## config.mk

```make
export PLATFORM = sky130hd
export DESIGN_NAME = trng_req_scheduler
export DESIGN_NICKNAME = d
export VERILOG_FILES = /design/src/rtl/trng_req_scheduler.sv
export SDC_FILE = /design/constraint.sdc
export NUM_CORES = 1
export LEC_CHECK = 0
export CORE_UTILIZATION = 59
export CTS_CLUSTER_DIAMETER = 100
export DETAILED_ROUTE_END_ITERATION = 8
export GPL_TIMING_DRIVEN = 0
export PLACE_DENSITY = 0.92
export SYNTH_ARGS = -nofsm -noshare
export SYNTH_HDL_FRONTEND = slang
export SYNTH_SLANG_ARGS = --single-unit
```

## constraint.sdc

```tcl
create_clock -name clk -period 8.4 [get_ports clk]
set_clock_uncertainty 0.1 [all_clocks]
set_input_delay 1.26 -clock clk [delete_from_list [all_inputs] [get_ports clk]]
set_output_delay 1.26 -clock clk [all_outputs]
set_load 0.05 [all_outputs]
```

## src/rtl/trng_req_scheduler.sv

```systemverilog
// TRNG request scheduler: sequences sampler warm-up, health clear, bit collection
// and word capture, then hands each captured word to exactly one requester.
module trng_req_scheduler #(
    parameter int N_REQ          = 2,
    parameter int WARMUP_CYCLES  = 1024,
    parameter int BITS_PER_WORD  = 32,
    parameter int TIMEOUT_CYCLES = 65535
) (
    input  logic             clk,
    input  logic             rst_n,
    input  logic             cfg_enable,
    input  logic [N_REQ-1:0] req,
    output logic [N_REQ-1:0] gnt,
    output logic             rnd_valid,
    output logic [31:0]      rnd_data,
    output logic             trng_enable,
    output logic             trng_sample_trig,
    output logic             trng_clear,
    input  logic [31:0]      trng_random,
    input  logic [31:0]      trng_sample_count,
    input  logic             health_fail,
    output logic             busy,
    output logic             fault,
    output logic [15:0]      word_cnt
);

    localparam int RR_W   = (N_REQ > 1) ? $clog2(N_REQ) : 1;
    localparam int WARM_W = $clog2(WARMUP_CYCLES + 1);
    localparam int TMO_W  = $clog2(TIMEOUT_CYCLES + 1);

    localparam logic [RR_W-1:0]   RR_RESET  = RR_W'(N_REQ - 1);
    localparam logic [WARM_W-1:0] WARM_LAST = WARM_W'(WARMUP_CYCLES - 1);
    localparam logic [TMO_W-1:0]  TMO_LAST  = TMO_W'(TIMEOUT_CYCLES - 1);

    typedef enum logic [2:0] {
        S_IDLE,
        S_WARMUP,
        S_CLEAR,
        S_COLLECT,
        S_TRIG,
        S_CAPTURE,
        S_READY,
        S_FAULT
    } state_t;

    state_t            state_q, state_d;
    logic [WARM_W-1:0] warm_q, warm_d;
    logic [TMO_W-1:0]  tmo_q, tmo_d;
    logic [31:0]       base_q, base_d;
    logic [31:0]       word_q, word_d;
    logic [RR_W-1:0]   rr_q, rr_d;
    logic [15:0]       word_cnt_d;
    logic [N_REQ-1:0]  gnt_d;
    logic [31:0]       rnd_data_d;

    logic [31:0]       delta;
    logic              arb_found;
    logic [RR_W-1:0]   arb_idx;
    logic [RR_W-1:0]   cand;

    // Modulo-2^32 subtraction keeps the bit count correct across counter wrap.
    assign delta = trng_sample_count - base_q;

    // Round-robin: scan circularly starting just after the last winner.
    always_comb begin
        arb_found = 1'b0;
        arb_idx   = rr_q;
        cand      = '0;
        for (int off = 1; off <= N_REQ; off++) begin
            cand = RR_W'((int'(rr_q) + off) % N_REQ);
            if (!arb_found && req[cand]) begin
                arb_found = 1'b1;
                arb_idx   = cand;
            end
        end
    end

    always_comb begin
        // NOTE: every signal gets a default before the case so no path can infer a latch.
        state_d    = state_q;
        warm_d     = warm_q;
        tmo_d      = tmo_q;
        base_d     = base_q;
        word_d     = word_q;
        rr_d       = rr_q;
        word_cnt_d = word_cnt;
        gnt_d      = '0;
        rnd_data_d = '0;

        if (!cfg_enable) begin
            state_d = S_IDLE;
            word_d  = '0;
        end else if (health_fail && (state_q == S_COLLECT || state_q == S_TRIG ||
                                     state_q == S_CAPTURE || state_q == S_READY)) begin
            state_d = S_FAULT;
            word_d  = '0;
        end else begin
            case (state_q)
                S_IDLE: begin
                    state_d = S_WARMUP;
                    warm_d  = '0;
                end
                S_WARMUP: begin
                    if (warm_q == WARM_LAST) state_d = S_CLEAR;
                    else                     warm_d  = warm_q + 1'b1;
                end
                S_CLEAR: begin
                    state_d = S_COLLECT;
                    base_d  = trng_sample_count;
                    tmo_d   = '0;
                end
                S_COLLECT: begin
                    if (delta >= 32'(BITS_PER_WORD)) state_d = S_TRIG;
                    else if (tmo_q == TMO_LAST)      state_d = S_FAULT;
                    else                             tmo_d   = tmo_q + 1'b1;
                end
                S_TRIG:    state_d = S_CAPTURE;
                S_CAPTURE: begin
                    state_d = S_READY;
                    word_d  = trng_random;
                end
                S_READY: begin
                    if (arb_found) begin
                        gnt_d[arb_idx] = 1'b1;
                        rnd_data_d     = word_q;
                        rr_d           = arb_idx;
                        word_cnt_d     = word_cnt + 16'd1;
                        word_d         = '0;
                        state_d        = S_COLLECT;
                        base_d         = trng_sample_count;
                        tmo_d          = '0;
                    end
                end
                S_FAULT:   state_d = S_FAULT;
                default:   state_d = S_IDLE;
            endcase
        end
    end

    // Outputs are decoded from the next state and registered with it.
    always_ff @(posedge clk or negedge rst_n) begin
        if (!rst_n) begin
            state_q          <= S_IDLE;
            warm_q           <= '0;
            tmo_q            <= '0;
            base_q           <= '0;
            word_q           <= '0;
            rr_q             <= RR_RESET;
            word_cnt         <= '0;
            gnt              <= '0;
            rnd_valid        <= 1'b0;
            rnd_data         <= '0;
            trng_enable      <= 1'b0;
            trng_sample_trig <= 1'b0;
            trng_clear       <= 1'b0;
            busy             <= 1'b0;
            fault            <= 1'b0;
        end else begin
            // NOTE: sequential state uses non-blocking assignment so every register samples pre-edge values.
            state_q          <= state_d;
            warm_q           <= warm_d;
            tmo_q            <= tmo_d;
            base_q           <= base_d;
            word_q           <= word_d;
            rr_q             <= rr_d;
            word_cnt         <= word_cnt_d;
            gnt              <= gnt_d;
            rnd_valid        <= |gnt_d;
            rnd_data         <= rnd_data_d;
            trng_enable      <= (state_d != S_IDLE) && (state_d != S_FAULT);
            trng_sample_trig <= (state_d == S_TRIG);
            trng_clear       <= (state_d == S_CLEAR);
            busy             <= (state_d != S_IDLE);
            fault            <= (state_d == S_FAULT);
        end
    end

endmodule

```

Yosys cells after proc, flatten, opt, wreduce, memory -nomap -nowiden
Cells that the tools add are included.
{ "word_totals": {"register_bits": 151, "out_inout_bits": 56, "inputBits": 70} }
{ "classes": {"mux": 37, "magnitude_cmp": 5, "addsub": 6, "bitwise": 1, "n_reduce_logical": 19, "eq_ne": 19} }
{ "op_table": {"columns": ["op", "count"], "rows": [
  ["$mux 32", 8],
  ["$pmux 32 s2", 2],
  ["$mux 16", 3],
  ["$pmux 16 s3", 1],
  ["$add 16x1->16 const B", 2],
  ["$ge 32x6->1 const B", 1],
  ["$sub 32x32->32", 1],
  ["$pmux 3 s8", 1],
  ["$pmux 11 s2", 1],
  ["$eq 3x3->1 const B", 6],
  ["$mux 3", 6],
  ["$eq 16x16->1 const B", 1],
  ["$reduce_and 4->1", 3],
  ["$add 11x1->11 const B", 1],
  ["$eq 11x10->1 const B", 1],
  ["$mux 11", 1],
  ["$eq 3x2->1 const B", 3],
  ["$mux 1", 9],
  ["$mux 2", 4],
  ["$ne 2x2->1 const B", 4],
  ["$lt 1x2->1 const B", 3],
  ["$reduce_and 6->1", 1],
  ["$reduce_bool 3->1", 2],
  ["$logic_and 1x1->1", 4],
  ["other kinds (14)", 18]
]} }

Logic depth before layout (Yosys ltp)
{ "depth": {"word_depth": 16, "mapped_depth": 16, "depth_no_buf": 15} }

Worst setup path before layout
Ideal clock, no wire load.
{ "synth_timing": {"path_type": "input-to-reg", "startpoint": "in trng_sample_count[0]", "endpoint": "reg tmo_q[10]", "stages": 16, "setup_time_ns": 0.078, "path_buffers": 1, "required_ns": 8.222, "slack_ns": 3.719, "arrival_time_ns": 4.503, "cell_sequence": "inv_1 -> ha_1 -> inv_1 -> fa_1 -> a211oi_1 -> o21ai_1 -> nand3_1 -> nand3b_1 -> a2111oi_0 -> mux2i_1 -> and4b_1 -> nand4bb_1 -> a31o_1 -> buf_2 -> or4_1 -> a21oi_1"} }
{ "synth_via": {"elab_chain_len": 4} }
{ "synth_lines": {"columns": ["element", "line_no", "source"], "rows": [
  ["start: declaration", "20", "input logic [31:0] trng_sample_count,"],
  ["$sub 32x32->32", "62", "assign delta = trng_sample_count - base_q;"],
  ["$ge 32x6->1", "113", "if (delta >= 32'(BITS_PER_WORD)) state_d = S_TRIG;"],
  ["$ne 2x2->1 (no line)", null, null],
  ["$reduce_and 6->1 (no line)", null, null],
  ["end signal: assignment", "162", "tmo_q <= tmo_d;"],
  ["end: declaration", "48", "logic [TMO_W-1:0] tmo_q, tmo_d;"]
]} }
No other way between the ends.
A chain may end at the register's enable or synchronous reset.

Worst setup path in the final report
{ "layout_timing": {"startpoint": "in trng_sample_count[0]", "endpoint": "reg trng_enable"} }
{ "layout_via": {"elab_chain_len": 8, "elab_cells_between_ends": 9, "cone_classes": "add/sub: 1; order compare: 1; eq/ne: 1; mux: 4; reduce/logical: 2"} }
{ "layout_lines": {"columns": ["element", "line_no", "source"], "rows": [
  ["$sub 32x32->32 *", "62", null],
  ["$ge 32x6->1 *", "113", null],
  ["$mux 3 *", "113", null],
  ["$pmux 3 s8 *", "98", "case (state_q)"],
  ["$mux 3 *", "93", "end else if (health_fail && (state_q == S_COLLECT || state_q == S_TRIG ||"],
  ["$mux 3 *", "90", "if (!cfg_enable) begin"],
  ["named net state_d[1]", "46", "state_t state_q, state_d;"],
  ["$ne 3x3->1 / $reduce_bool 3->1 (equally long branches)", "170", "trng_enable <= (state_d != S_IDLE) && (state_d != S_FAULT);"],
  ["$logic_and 1x1->1 *", "170", null],
  ["end signal: assignment", "170", null],
  ["end: declaration", "16", "output logic trng_enable,"]
]} }
The timed path passes the listed nets; every way through them passes the cells marked *.

==> results.sh <==
export IMPL_outcome="finished, final reports clean"
export IMPL_synth_avg_cell_area_sq_um=9.238
export IMPL_overflow=0
export IMPL_ys_seq_elements=151
export IMPL_cts_tree="done"
export IMPL_timing_hold_violations_final=0
export IMPL_power_w=0.001807
export IMPL_rsz0062_at_grt="no"
export IMPL_ys_async_sr_fraction_pct=100.0
export IMPL_ir_drop_mv=0.1591
export IMPL_post_cts_buffers=0
export IMPL_syn_to_final_growth_pct=26.04
export IMPL_internal_power_w=0.001349
export IMPL_min_path_type="flop to flop"
export IMPL_drv_slew=0
export IMPL_combPwrFrac_pct=12.3
export IMPL_dp_cells=1190
export IMPL_wl_per_cell_um=18.36
export IMPL_maxCapViolCount=0
export IMPL_initial_utilization_pct=61.29
export IMPL_synth_edf_count=0
export IMPL_num_vias=7668
export IMPL_n_antenna_cell=0
export IMPL_gp_congestion=0.9426
export IMPL_max_freq_mhz=176.1
export IMPL_layout_commonest_cell="dfrtp_1"
export IMPL_cp_max_fo=5
export IMPL_hold_buffers=0
export IMPL_syn_cell_area_sq_um=8213
export IMPL_htree_levels=4
export IMPL_ios=126
export IMPL_die_h_um=120.0
export IMPL_ys_types=70
export IMPL_layout_drive_gt1_share_pct=5.163
export IMPL_core_sq_um=13400
export IMPL_synth_net_count=995
export IMPL_nFillCells=909
export IMPL_antenna_left=0
export IMPL_worstMarginPinSlew_ns=1.168
export IMPL_first_iter_violations=774
export IMPL_swShare_pct=25.35
export IMPL_synth_top_area_share_pct=45.70
export IMPL_synth_area_leaders="dfrtp_1 (46%), ha_1 (5.3%), nand2_1 (4.5%)"
export IMPL_final_nets=1139
export IMPL_period_share_pct=67.61
export IMPL_crit_path_end_kind="flop"
export IMPL_cts_buffer_depth=2
export IMPL_cts_sinks=151
export IMPL_crit_arrival_ns=5.88
export IMPL_final_setup_viol_count=0
export IMPL_antenna_found_initial=0
export IMPL_synth_ff_type="dfrtp_1"
export IMPL_grt_usage_pct=32.12
export IMPL_yosysSeqAreaShare_pct=46.02
export IMPL_most_common_layout_cells="dfrtp_1 (150), clkdlybuf4s50_1 (123), nand2_1 (98)"
export IMPL_grt_first_pass_wirelength_um=36280
export IMPL_min_period_ns=5.679
export IMPL_p_per_area_nw_per_um2=174.6
export IMPL_required_ns=8.60
export IMPL_yosys_area_top_type="dfrtp_1"
export IMPL_critical_path_class="input port to flop"
export IMPL_clk_latency_ns=0.43
export IMPL_fin_cells=1222
export IMPL_routed_wirelength_um=22430
export IMPL_io_buffers=124
export IMPL_start_kind="input port"
export IMPL_p_sw_w=0.0004582
export IMPL_leakage_nw=4.666
export IMPL_drc=0
export IMPL_grt_pass1_vias=7164
export IMPL_syn_inst=889
export IMPL_rows=42
export IMPL_die_w_um=120.0
export IMPL_clkPwrFrac_pct=46.4
export IMPL_numCtsBuffers=17
export IMPL_clk_pin_slew_ns=0.06
export IMPL_via_per_inst=6.275
export IMPL_postCtsResizedCells=0
export IMPL_seq_power_share_pct=41.3
export IMPL_cts_root_buffer="clkbuf_16"
export IMPL_dieArea_sq_um=14400
export IMPL_place_hpwl_um=15010
export IMPL_finalSetupTns_ns=0
export IMPL_slew_headroom_pct=21.43
export IMPL_yosys_warnings=0
export IMPL_first_pass_iters=5
export IMPL_grt_max_degree=105
==> power by group through the flow <==
stage / clock (W) / combinational (W) / sequential (W)
2_1_floorplan: 0 / 0.000128 / 0.000760
3_3_place_gp: 0 / 0.000210 / 0.000759
3_5_place_dp: 0 / 0.000215 / 0.000759
4_1_cts: 0.000844 / 0.000219 / 0.000746
5_1_grt: 0.000876 / 0.000246 / 0.000747
6_report: 0.000838 / 0.000223 / 0.000747
==> cells in the mapped netlist (4+ instances only) <==
cell type and instances:
a211o_1 6, a211oi_1 10, a21o_1 8, a21oi_1 71, a221oi_1 4, a22o_1 33
and2_1 38, and3_1 16, buf_2 6, clkbuf_1 34, dfrtp_1 150, ha_1 35
inv_1 44, mux2i_1 4, nand2_1 98, nand2b_1 10, nand3_1 29, nand4_1 16
nor2_1 43, nor2b_1 6, nor3_1 15, nor4_1 7, o211ai_1 7, o21a_1 7
o21ai_0 73, o21bai_1 4, o22ai_1 5, o31ai_1 4, or3_1 21, or4_1 5
xnor2_1 8, xor2_1 14
==> worst max-delay path, stage by stage <==
cell	delay [ns]
clkdlybuf4s50_1	0.40
inv_1	0.08
ha_1	0.19
inv_1	0.06
fa_1	0.36
a211oi_1	0.38
o21ai_1	0.22
nand3_1	0.19
nand3b_1	0.18
a2111oi_0	0.90
mux2i_1	0.25
and4b_1	0.23
o2111ai_1	0.21
a31oi_1	0.45
nor4bb_1	0.43
nor2_1	0.09
==> flip-flops by register name, summed over array words and instances (netlist names) <==
signal,count
word_cnt,16
base_q,32
word_q,32
trng_enable,1
fault,1
state_q,3
rnd_data,32
tmo_q,16
rr_q,1
gnt,2
trng_clear,1
warm_q,11
rnd_valid,1
trng_sample_trig,1
busy,1
==> layer usage <==
layer  GRT usage [%]  wire length (um)
met5               0                 0
met4           13.13               735
met3           5.989              1358
met2           53.27             11220
met1           41.28              9124
==> layout make-up <==
class / instances / area (sq um) / area share, %
inverters: 45 / 168.9 / 1.632
clock buffers: 20 / 456.7 / 4.412
repair buffers: 125 / 1270 / 12.27
flip-flops and latches: 151 / 3780 / 36.52
multi-input cells: 653 / 4106 / 39.67
well taps: 176 / 220.2 / 2.127
clock inverters: 12 / 191.4 / 1.849
plain buffers: 40 / 157.7 / 1.523
==> worst paths after layout <==
check,from,endpoint,cells after the start,slack [ns]
max,trng_sample_count[0],trng_enable,16,2.72
min,word_q[15],rnd_data[15],1,0.38
max reg2reg,base_q[0],trng_enable,14,3.67
min reg2reg,word_q[15],rnd_data[15],1,0.38
max in group asynchronous,rst_n,word_q[22],2,6.66
min in group asynchronous,rst_n,tmo_q[6],1,0.67
==> kinds of logic (layout without fill, tap and decap cells) <==
| family | after synthesis | in the layout | synth area share (%) |
|---|---|---|---|
| AOI/OAI and AO/OA | 267 | 267 | 21.18 |
| xor gates and xnor gates | 22 | 22 | 2.346 |
| adders and majority gates | 36 | 36 | 5.576 |
| buffers and inverters | 85 | 242 | 3.976 |
| DFF | 151 | 151 | 46.02 |
| muxes | 6 | 6 | 0.7617 |
| and+or+nand+nor | 322 | 322 | 20.14 |
==> metrics by stage <==
stage	util, %	hold WS [ns]	cell area (sq um)	setup WS (ns)
after floorplan	-	0.3517	8213	3.719
after global placement	72.19	0.3551	9674	0.05189
after detailed placement	72.41	0.3639	9703	2.432
after CTS	77.25	0.3779	10350	2.832
after global routing	77.25	0.4018	10350	2.435
final	77.25	0.3792	10350	2.721
No activity file was read; power rests on OpenSTA's default activity.
